## config.mk

```make
export PLATFORM = sky130hd
export DESIGN_NAME = ysyx_23060096_divider
export DESIGN_NICKNAME = d
export VERILOG_FILES = /design/src/rtl/ysyx_23060096_divider_pkg.sv /design/src/rtl/ysyx_23060096_adder.sv /design/src/rtl/ysyx_23060096_divider.sv
export SDC_FILE = /design/constraint.sdc
export NUM_CORES = 1
export LEC_CHECK = 0
export BUFFER_PORTS_ARGS = -buffer_cell sky130_fd_sc_hd__buf_2
export CAP_MARGIN = 20
export CORE_MARGIN = 2
export CORE_UTILIZATION = 45
export DETAILED_ROUTE_END_ITERATION = 7
export PLACE_DENSITY = 0.72
export SLEW_MARGIN = 10
export SYNTH_ARGS = -nofsm -noshare
export SYNTH_HDL_FRONTEND = slang
export SYNTH_SLANG_ARGS = --single-unit
```

## constraint.sdc

```tcl
create_clock -name clk -period 4.85 [get_ports clk]
set_input_delay 1.2125 -clock clk [delete_from_list [all_inputs] [get_ports clk]]
set_output_delay 1.2125 -clock clk [all_outputs]
set_load 0.005 [all_outputs]
```

## src/rtl/ysyx_23060096_divider_pkg.sv

```systemverilog
// Shared definitions for the RV32M divide unit: div_op encodings, FSM state
// encodings and small op-decode helpers.
// Imported by ysyx_23060096_divider; no ports.
package ysyx_23060096_divider_pkg;

  // div_op encodings (match funct3[1:0] of DIV/DIVU/REM/REMU)
  localparam logic [1:0] DIV_OP_DIV  = 2'b00;
  localparam logic [1:0] DIV_OP_DIVU = 2'b01;
  localparam logic [1:0] DIV_OP_REM  = 2'b10;
  localparam logic [1:0] DIV_OP_REMU = 2'b11;

  // Divider FSM state encodings
  localparam logic [1:0] ST_IDLE  = 2'd0;
  localparam logic [1:0] ST_CALC  = 2'd1;
  localparam logic [1:0] ST_FIXUP = 2'd2;
  localparam logic [1:0] ST_DONE  = 2'd3;

  function automatic logic op_is_signed(input logic [1:0] op);
    return (op == DIV_OP_DIV) || (op == DIV_OP_REM);
  endfunction

  function automatic logic op_is_rem(input logic [1:0] op);
    return (op == DIV_OP_REM) || (op == DIV_OP_REMU);
  endfunction

endpackage

```

## src/rtl/ysyx_23060096_adder.sv

```systemverilog
// Combinational add/subtract unit; op=1 computes a - b as a + ~b + 1.
// Ports: a, b (operands), op (0 add / 1 sub), result, carry (carry out; for a
// subtract, 1 means a >= b unsigned), zero (result == 0), overflow (signed).
module ysyx_23060096_adder #(
  parameter int W = 32
) (
  input  logic [W-1:0] a,
  input  logic [W-1:0] b,
  input  logic         op,
  output logic [W-1:0] result,
  output logic         carry,
  output logic         zero,
  output logic         overflow
);

  logic [W-1:0] b_eff;

  assign b_eff = op ? ~b : b;
  assign {carry, result} = {1'b0, a} + {1'b0, b_eff} + {{W{1'b0}}, op};
  assign zero = (result == '0);
  assign overflow = (a[W-1] == b_eff[W-1]) && (result[W-1] != a[W-1]);

endmodule

```

## src/rtl/ysyx_23060096_divider.sv

```systemverilog
// Iterative RV32M DIV/DIVU/REM/REMU unit, restoring division, one quotient bit per cycle.
// Latency: result valid 34 cycles after accept (32 CALC + FIXUP); divide-by-zero and
// signed overflow finish in 1 cycle. Backpressure: in_ready only in IDLE; result held
// in DONE until out_ready; flush aborts any in-flight op.
// Ports: clk, rst_n (async active-low), in_valid/in_ready/div_op/src1/src2 (request),
// flush (abort), out_valid/out_ready/result (response).
module ysyx_23060096_divider
  import ysyx_23060096_divider_pkg::*;
#(
  parameter int XLEN = 32
) (
  input  logic            clk,
  input  logic            rst_n,
  input  logic            in_valid,
  output logic            in_ready,
  input  logic [1:0]      div_op,
  input  logic [XLEN-1:0] src1,
  input  logic [XLEN-1:0] src2,
  input  logic            flush,
  output logic            out_valid,
  input  logic            out_ready,
  output logic [XLEN-1:0] result
);

  localparam logic [4:0]      CNT_LAST = 5'd31;
  localparam logic [XLEN-1:0] INT_MIN  = {1'b1, {(XLEN-1){1'b0}}};

  logic [1:0]      state;
  logic [1:0]      op_q;
  logic [XLEN-1:0] rem_q;
  logic [XLEN-1:0] quo_q;
  logic [XLEN-1:0] dvsr_q;
  logic            neg_quo;
  logic            neg_rem;
  logic [4:0]      counter;
  logic [XLEN-1:0] result_q;

  assign in_ready  = (state == ST_IDLE);
  assign out_valid = (state == ST_DONE);
  assign result    = result_q;

  // Request decode
  logic            accept;
  logic            req_signed;
  logic            src1_neg;
  logic            src2_neg;
  logic [XLEN-1:0] src1_abs;
  logic [XLEN-1:0] src2_abs;
  logic            div_by_zero;
  logic            sgn_ovf;
  logic [XLEN-1:0] fast_result;

  assign accept      = in_valid & in_ready & ~flush;
  assign req_signed  = op_is_signed(div_op);
  assign src1_neg    = req_signed & src1[XLEN-1];
  assign src2_neg    = req_signed & src2[XLEN-1];
  assign src1_abs    = src1_neg ? (~src1 + 1'b1) : src1;
  assign src2_abs    = src2_neg ? (~src2 + 1'b1) : src2;
  assign div_by_zero = (src2 == '0);
  assign sgn_ovf     = req_signed & (src1 == INT_MIN) & (src2 == '1);

  // Divide by zero returns the raw dividend as remainder, not its magnitude.
  always_comb begin
    fast_result = '0;
    if (div_by_zero) begin
      fast_result = op_is_rem(div_op) ? src1 : '1;
    end else begin
      fast_result = op_is_rem(div_op) ? '0 : INT_MIN;
    end
  end

  // Trial subtract of the divisor from the shifted partial remainder
  logic [XLEN-1:0] partial;
  logic [XLEN-1:0] add_result;
  logic            add_carry;
  logic            add_zero;
  logic            add_overflow;
  logic            take;

  assign partial = {rem_q[XLEN-2:0], quo_q[XLEN-1]};

  ysyx_23060096_adder #(.W(XLEN)) u_adder (
    .a        (partial),
    .b        (dvsr_q),
    .op       (1'b1),
    .result   (add_result),
    .carry    (add_carry),
    .zero     (add_zero),
    .overflow (add_overflow)
  );

  logic unused_adder_flags;
  assign unused_adder_flags = add_zero ^ add_overflow;

  // rem_q[XLEN-1] is the bit shifted out of the partial: the true partial is then
  // at least 2^XLEN, above any divisor, and the wrapped difference is exact.
  assign take = rem_q[XLEN-1] | add_carry;

  logic [XLEN-1:0] fixup_result;
  always_comb begin
    fixup_result = '0;
    if (op_is_rem(op_q)) begin
      fixup_result = neg_rem ? (~rem_q + 1'b1) : rem_q;
    end else begin
      fixup_result = neg_quo ? (~quo_q + 1'b1) : quo_q;
    end
  end

  always_ff @(posedge clk or negedge rst_n) begin
    if (!rst_n) begin
      state    <= ST_IDLE;
      op_q     <= DIV_OP_DIV;
      rem_q    <= '0;
      quo_q    <= '0;
      dvsr_q   <= '0;
      neg_quo  <= 1'b0;
      neg_rem  <= 1'b0;
      counter  <= '0;
      result_q <= '0;
    end else begin
      case (state)
        ST_IDLE: begin
          if (accept) begin
            op_q    <= div_op;
            quo_q   <= src1_abs;
            dvsr_q  <= src2_abs;
            rem_q   <= '0;
            counter <= '0;
            neg_quo <= src1_neg ^ src2_neg;
            neg_rem <= src1_neg;
            if (div_by_zero | sgn_ovf) begin
              result_q <= fast_result;
              state    <= ST_DONE;
            end else begin
              state <= ST_CALC;
            end
          end
        end
        ST_CALC: begin
          if (flush) begin
            state <= ST_IDLE;
          end else begin
            rem_q   <= take ? add_result : partial;
            quo_q   <= {quo_q[XLEN-2:0], take};
            counter <= counter + 5'd1;
            if (counter == CNT_LAST) begin
              state <= ST_FIXUP;
            end
          end
        end
        ST_FIXUP: begin
          if (flush) begin
            state <= ST_IDLE;
          end else begin
            result_q <= fixup_result;
            state    <= ST_DONE;
          end
        end
        ST_DONE: begin
          if (flush | out_ready) begin
            state <= ST_IDLE;
          end
        end
        default: state <= ST_IDLE;
      endcase
    end
  end

endmodule

```

-- After elaboration in Yosys (flattened, before gate mapping)
Cells that the tools add are included.
- $add $sub $neg: 7
- multipliers: 0
- div/mod/pow operators: 0
- order comparisons: 0
- equality and inequality tests: 16
- shift-type cells: 0
- mux-type cells: 29
- bitwise operators: 16
- reductions and logical operators: 12
- operators by type and width (cell ; number):
    two-way mux 32 bit ; 16
    case mux 32 bit (2 select lines) ; 3
    NOT 32 bit ; 5
    adder 32 x 1 -> 32 bit, second input constant ; 4
    == test 32 bit, second input constant ; 2
    adder 32 x 32 -> 33 bit ; 1
    adder 33 x 1 -> 33 bit, second input constant ; 1
    logical NOT 32 bit ; 1
    == test 2 bit, second input constant ; 6
    two-way mux 2 bit ; 6
    two-way mux 5 bit ; 2
    case mux 5 bit (2 select lines) ; 1
    case mux 2 bit (4 select lines) ; 1
    AND 1 bit ; 6
    != test 2 x 1 -> 1 bit, second input constant ; 3
    AND reduction 3 bit ; 2
    adder 5 x 1 -> 5 bit, second input constant ; 1
    == test 5 bit, second input constant ; 1
    logical NOT 2 bit ; 2
    != test 2 bit, second input constant ; 2
    AND reduction 4 bit ; 1
    nonzero test 2 bit ; 2
    logical OR 1 bit ; 3
    != test 3 bit, second input constant ; 1
    other kinds (5) ; 7
- flip-flop bits (word level): 139
- latch bits: 0
- memory bits (writable): 0
- memory bits (read-only): 0
- input port bits: 71
- output and inout port bits: 34
- logic and storage cells: 89
- memories kept: 0

-- Depth between registers and ports, before layout
- depth after elaboration: 8
- mapped depth: 14
- depth with buffers taken out: 12

-- Cells and area by module
Synthesis repeated with hierarchy kept, for this count alone.
- cell total of the unflattened synthesis: 1416
- area, all modules: 11449.7 sq um
- by module, submodules not included (module ; instances ; cells an instance ; area each (sq um) ; seq. area each (sq um)):
    ysyx_23060096_divider ; 1 ; 1099 ; 9226.3 ; 3453.3
    ysyx_23060096_adder ; 1 ; 317 ; 2223.4 ; 0.0

-- Least setup slack after synthesis
Ideal clock, no wire load.
- path kind: in2reg
- from: in src2[17]
- to: reg result_q[21] (netlist: result[21])
- library setup time: 0.125 ns
- data arrival time: 3.799 ns
- required time: 4.725 ns
- setup slack: 0.926 ns
- stages on the path: 9
- path buffers: 1
- cells stage by stage: or4_4 nor4_2 nand2b_1 or4_1 or4_1 o21ai_1 o31ai_1 buf_2 mux2_2
- word-level cells in the longest chain between the ends: 5
- elaborated cells between the ends (all ways): 10
- those cells by class: eq/ne (2); mux (4); bitwise (2); reduce/logical (2)
- RTL lines (item ; line ; text):
    from (decl) ; ysyx_23060096_divider.sv:18 ; input logic [XLEN-1:0] src2,
    == test 32 bit / logical NOT 32 bit (equally long branches) ; ysyx_23060096_divider.sv:60, ysyx_23060096_divider.sv:59 ;
    AND 1 bit / two-way mux 32 bit (equally long branches) ; ysyx_23060096_divider.sv:60, ysyx_23060096_divider.sv:65 ;
    OR 1 bit / two-way mux 32 bit (equally long branches) ; ysyx_23060096_divider.sv:131 ; if (div_by_zero | sgn_ovf) begin
    != test 2 x 1 -> 1 bit (no line) / two-way mux 32 bit (equally long branches) ; - ;
    AND reduction 4 bit (no line) / case mux 32 bit (2 select lines) (equally long branches) ; - ;
    to (signal assigned) ; ysyx_23060096_divider.sv:132 ; result_q <= fast_result;
    to (signal assigned) ; ysyx_23060096_divider.sv:155 ; result_q <= fixup_result;
    to (decl) ; ysyx_23060096_divider.sv:36 ; logic [XLEN-1:0] result_q;
Several ways; a longest one is shown, not always the timed one. The select of a mux whose other input is x is not followed.
A chain may end at the register's enable or synchronous reset.

-- Worst setup path after layout
- from: in src2[17]
- to: reg result_q[12] (netlist: result[12])
Same word-level chain as after synthesis.

==> flow_summary.ini <==
[status]
outcome = finished, final reports clean

[grt]
antenna_found_initial = 0
grt_start_max_net_pins = 80
track_usage_pct = 24.7
grt_pass1_vias = 9492
grt-ovfl-total = 0
grt_pass1_wl_um = 49100

[sta]
fin_skew_ns = 0.00995
min_period_ns = 4.14
timing.fmax_mhz = 242
final-setup-viol-count = 0
slew_violations = 0
finalHoldViolCount = 0
period_share_pct = 85.3
relSlewSlack_pct = 20.8
worst_pin_slew_ns = 1.16
fin_tns_setup_ns = 0
holdWs_ns = 0.478
rsz0062_at_grt = no

[cts]
cts_sinks = 138
cts.clk_slew.worst_paths_ns = 0.06
cts-buffers-inserted = 17
cts_tree = done
clk_root_buffer_cell = clkbuf_16
clock_latency_ns = 0.43
cts_htree_levels = 4
cts_resized = 0
clock_path_buffers = 2
ctsHoldBuffers = 0
cts_setup_buffers = 0

[hold_path]
min_from = dvsr_q[27]
hold_depth = 2
hold_end = dvsr_q[27]
min_path_type = reg -> reg

[synth]
synth.top_cell.area_share_pct = 32.3
syn_avg_cell_area_um2 = 7.87
synth-edff-count = 0
yosys.area.top_type = dfrtp_1
synth-seq-area-share_pct = 32.3
ys_ff_latch = 138
synthArstFlopShare_pct = 100
ys.flop_type = dfrtp_1
synth_cell_types = 65
synth_fp_nets = 1470
yosysWarnings = 0
synth_area_leaders = dfrtp_1 32%, o21ai_0 9.0%, xnor2_1 6.3%
syn_area_um2 = 10700
syn_inst = 1359

[layout]
fillers = 2228
num-nets-final = 1537
multi_input_area_um2 = 6770
final_cells = 1757
fin_util_pct = 51.9
final_cell_mix = 192 x o21ai_0, 172 x nand2_1, 138 x dfrtp_1, 116 x a21oi_1, 103 x buf_2
area_growth_pct = 13.6
seq_area_um2 = 3450
antenna_cells = 0
drive_gt1_share_pct = 12.2
final_common_cell = o21ai_0

[setup_path]
critPathArrivalTime_ns = 4.45
startpoint_type = input port
worst-path-max-fanout = 34
r2r-start = quo_q[31]
max_stage_delay_ns = 0.66
endpoint_kind = flip-flop
reg2regPathDepth = 12
critical_path_class = in -> reg
worst_path_most_repeated_cell = or4_1
r2r_slack_ns = 0.99
cp_slowest_cell = or4_1
crit_required_ns = 5.16
path_cells = buf_2 -> or4_4 -> nor4_2 -> nand2b_1 -> or4_1 -> or4_1 -> o21ai_1 -> o31ai_4 -> buf_4 -> a21o_1
worstReg2RegEnd = rem_q[30]

[power]
leakagePower_nw = 5.30
power_density_nw_per_um2 = 585
ir_drop_v = 0.000285

[drt]
drt_first_pass_iters = 8
wl_um = 30200
avgViaCountPerCell = 5.90
drc = 0
final_antenna_net_count = 0
wl_per_cell_um = 17.2
drtIter0Drc = 1162
dr_total_vias = 10400

[floorplan]
io_pins = 105
start_util_pct = 45.7
core_um2 = 23400
die_w_um = 158
num_rows = 56
die_y_um = 158
die_area_um2 = 25000

[placed_design]
place_congestion = 0.904
dp_hpwl_um = 22200
port_buffers = 104
dp.cells = 1726

[job]
cap_violations = 0
[cell usage after synthesis (28+ instances only)]
library cell	instances
o21ai_0	192
nand2_1	172
dfrtp_1	138
a21oi_1	116
nor2_1	85
xnor2_1	77
clkbuf_1	68
xor2_1	60
inv_1	52
ha_1	39
nand2b_1	30
o31ai_1	28
[through the flow]
step | cell area, µm² | worst slack (ns) | power (mW)
after floorplan | 10700 | 0.926 | 4.68
after global placement | 11500 | 0.412 | 5.51
after detailed placement | 11500 | 0.312 | 5.60
after CTS | 12100 | 0.750 | 7.06
after global routing | 12100 | 0.504 | 7.67
final | 12100 | 0.712 | 7.10
[state kept, by name (all words and copies together) (netlist names)]
signal   flops
op_q         1
state        2
neg_rem      1
dvsr_q      32
neg_quo      1
quo_q       32
counter      5
result      32
rem_q       32
[cells by family after synthesis]
family	after synthesis	share of synthesized area (%)
AO/OA/AOI/OAI	475	26.4
XOR/XNOR	137	11.2
adder cells (fa/ha/maj)	40	4.75
buffers and inverters	128	4.60
flip-flops	138	32.3
multiplexers	19	1.80
AND/OR/NAND/NOR	422	18.9
[final cells by class]
type | count | area share (%)
multi-input combinational | 1093 | 55.8
sequential | 138 | 28.4
timing repair buffer | 124 | 5.57
clock buffer | 19 | 3.73
tap | 319 | 3.29
clock inverter | 12 | 1.62
inverter | 52 | 1.61
[critical path: cells and delay by family]
kind,cells,cell delay [ns]
AOI/OAI and AO/OA,3,0.66
and+or+nand+nor,5,2.14
buffers and inverters,2,0.45
[power by group]
group / switching [mW] / internal, mW / leakage (nW)
Combinational: 2.12 / 1.57 / 3.19
Clock: 0.511 / 0.934 / 0.311
Sequential: 0.493 / 1.48 / 1.79
Total: 3.12 / 3.98 / 5.30
[layer usage]
| metal | track usage (%) | vias to the layer above | part of all wire (%) |
|---|---|---|---|
| met2 | 38.7 | 424 | 44 |
| met1 | 34.6 | 4872 | 46 |
| li1 | - | 5014 | - |
| met4 | 6.44 | 0 | 2.1 |
| met3 | 5.15 | 51 | 7.5 |
| met5 | 0 | - | 0 |
[worst max path at each step]
stage | from | end
6_report | src2[17] | result[12]
5_1_grt | src2[17] | result[20]
4_1_cts | src2[17] | result[12]
3_5_place_dp | src2[17] | result[15]
3_3_place_gp | src2[17] | result[15]
2_1_floorplan | src2[17] | result[21]
Note: power is estimated with default switching activity, not from simulation.
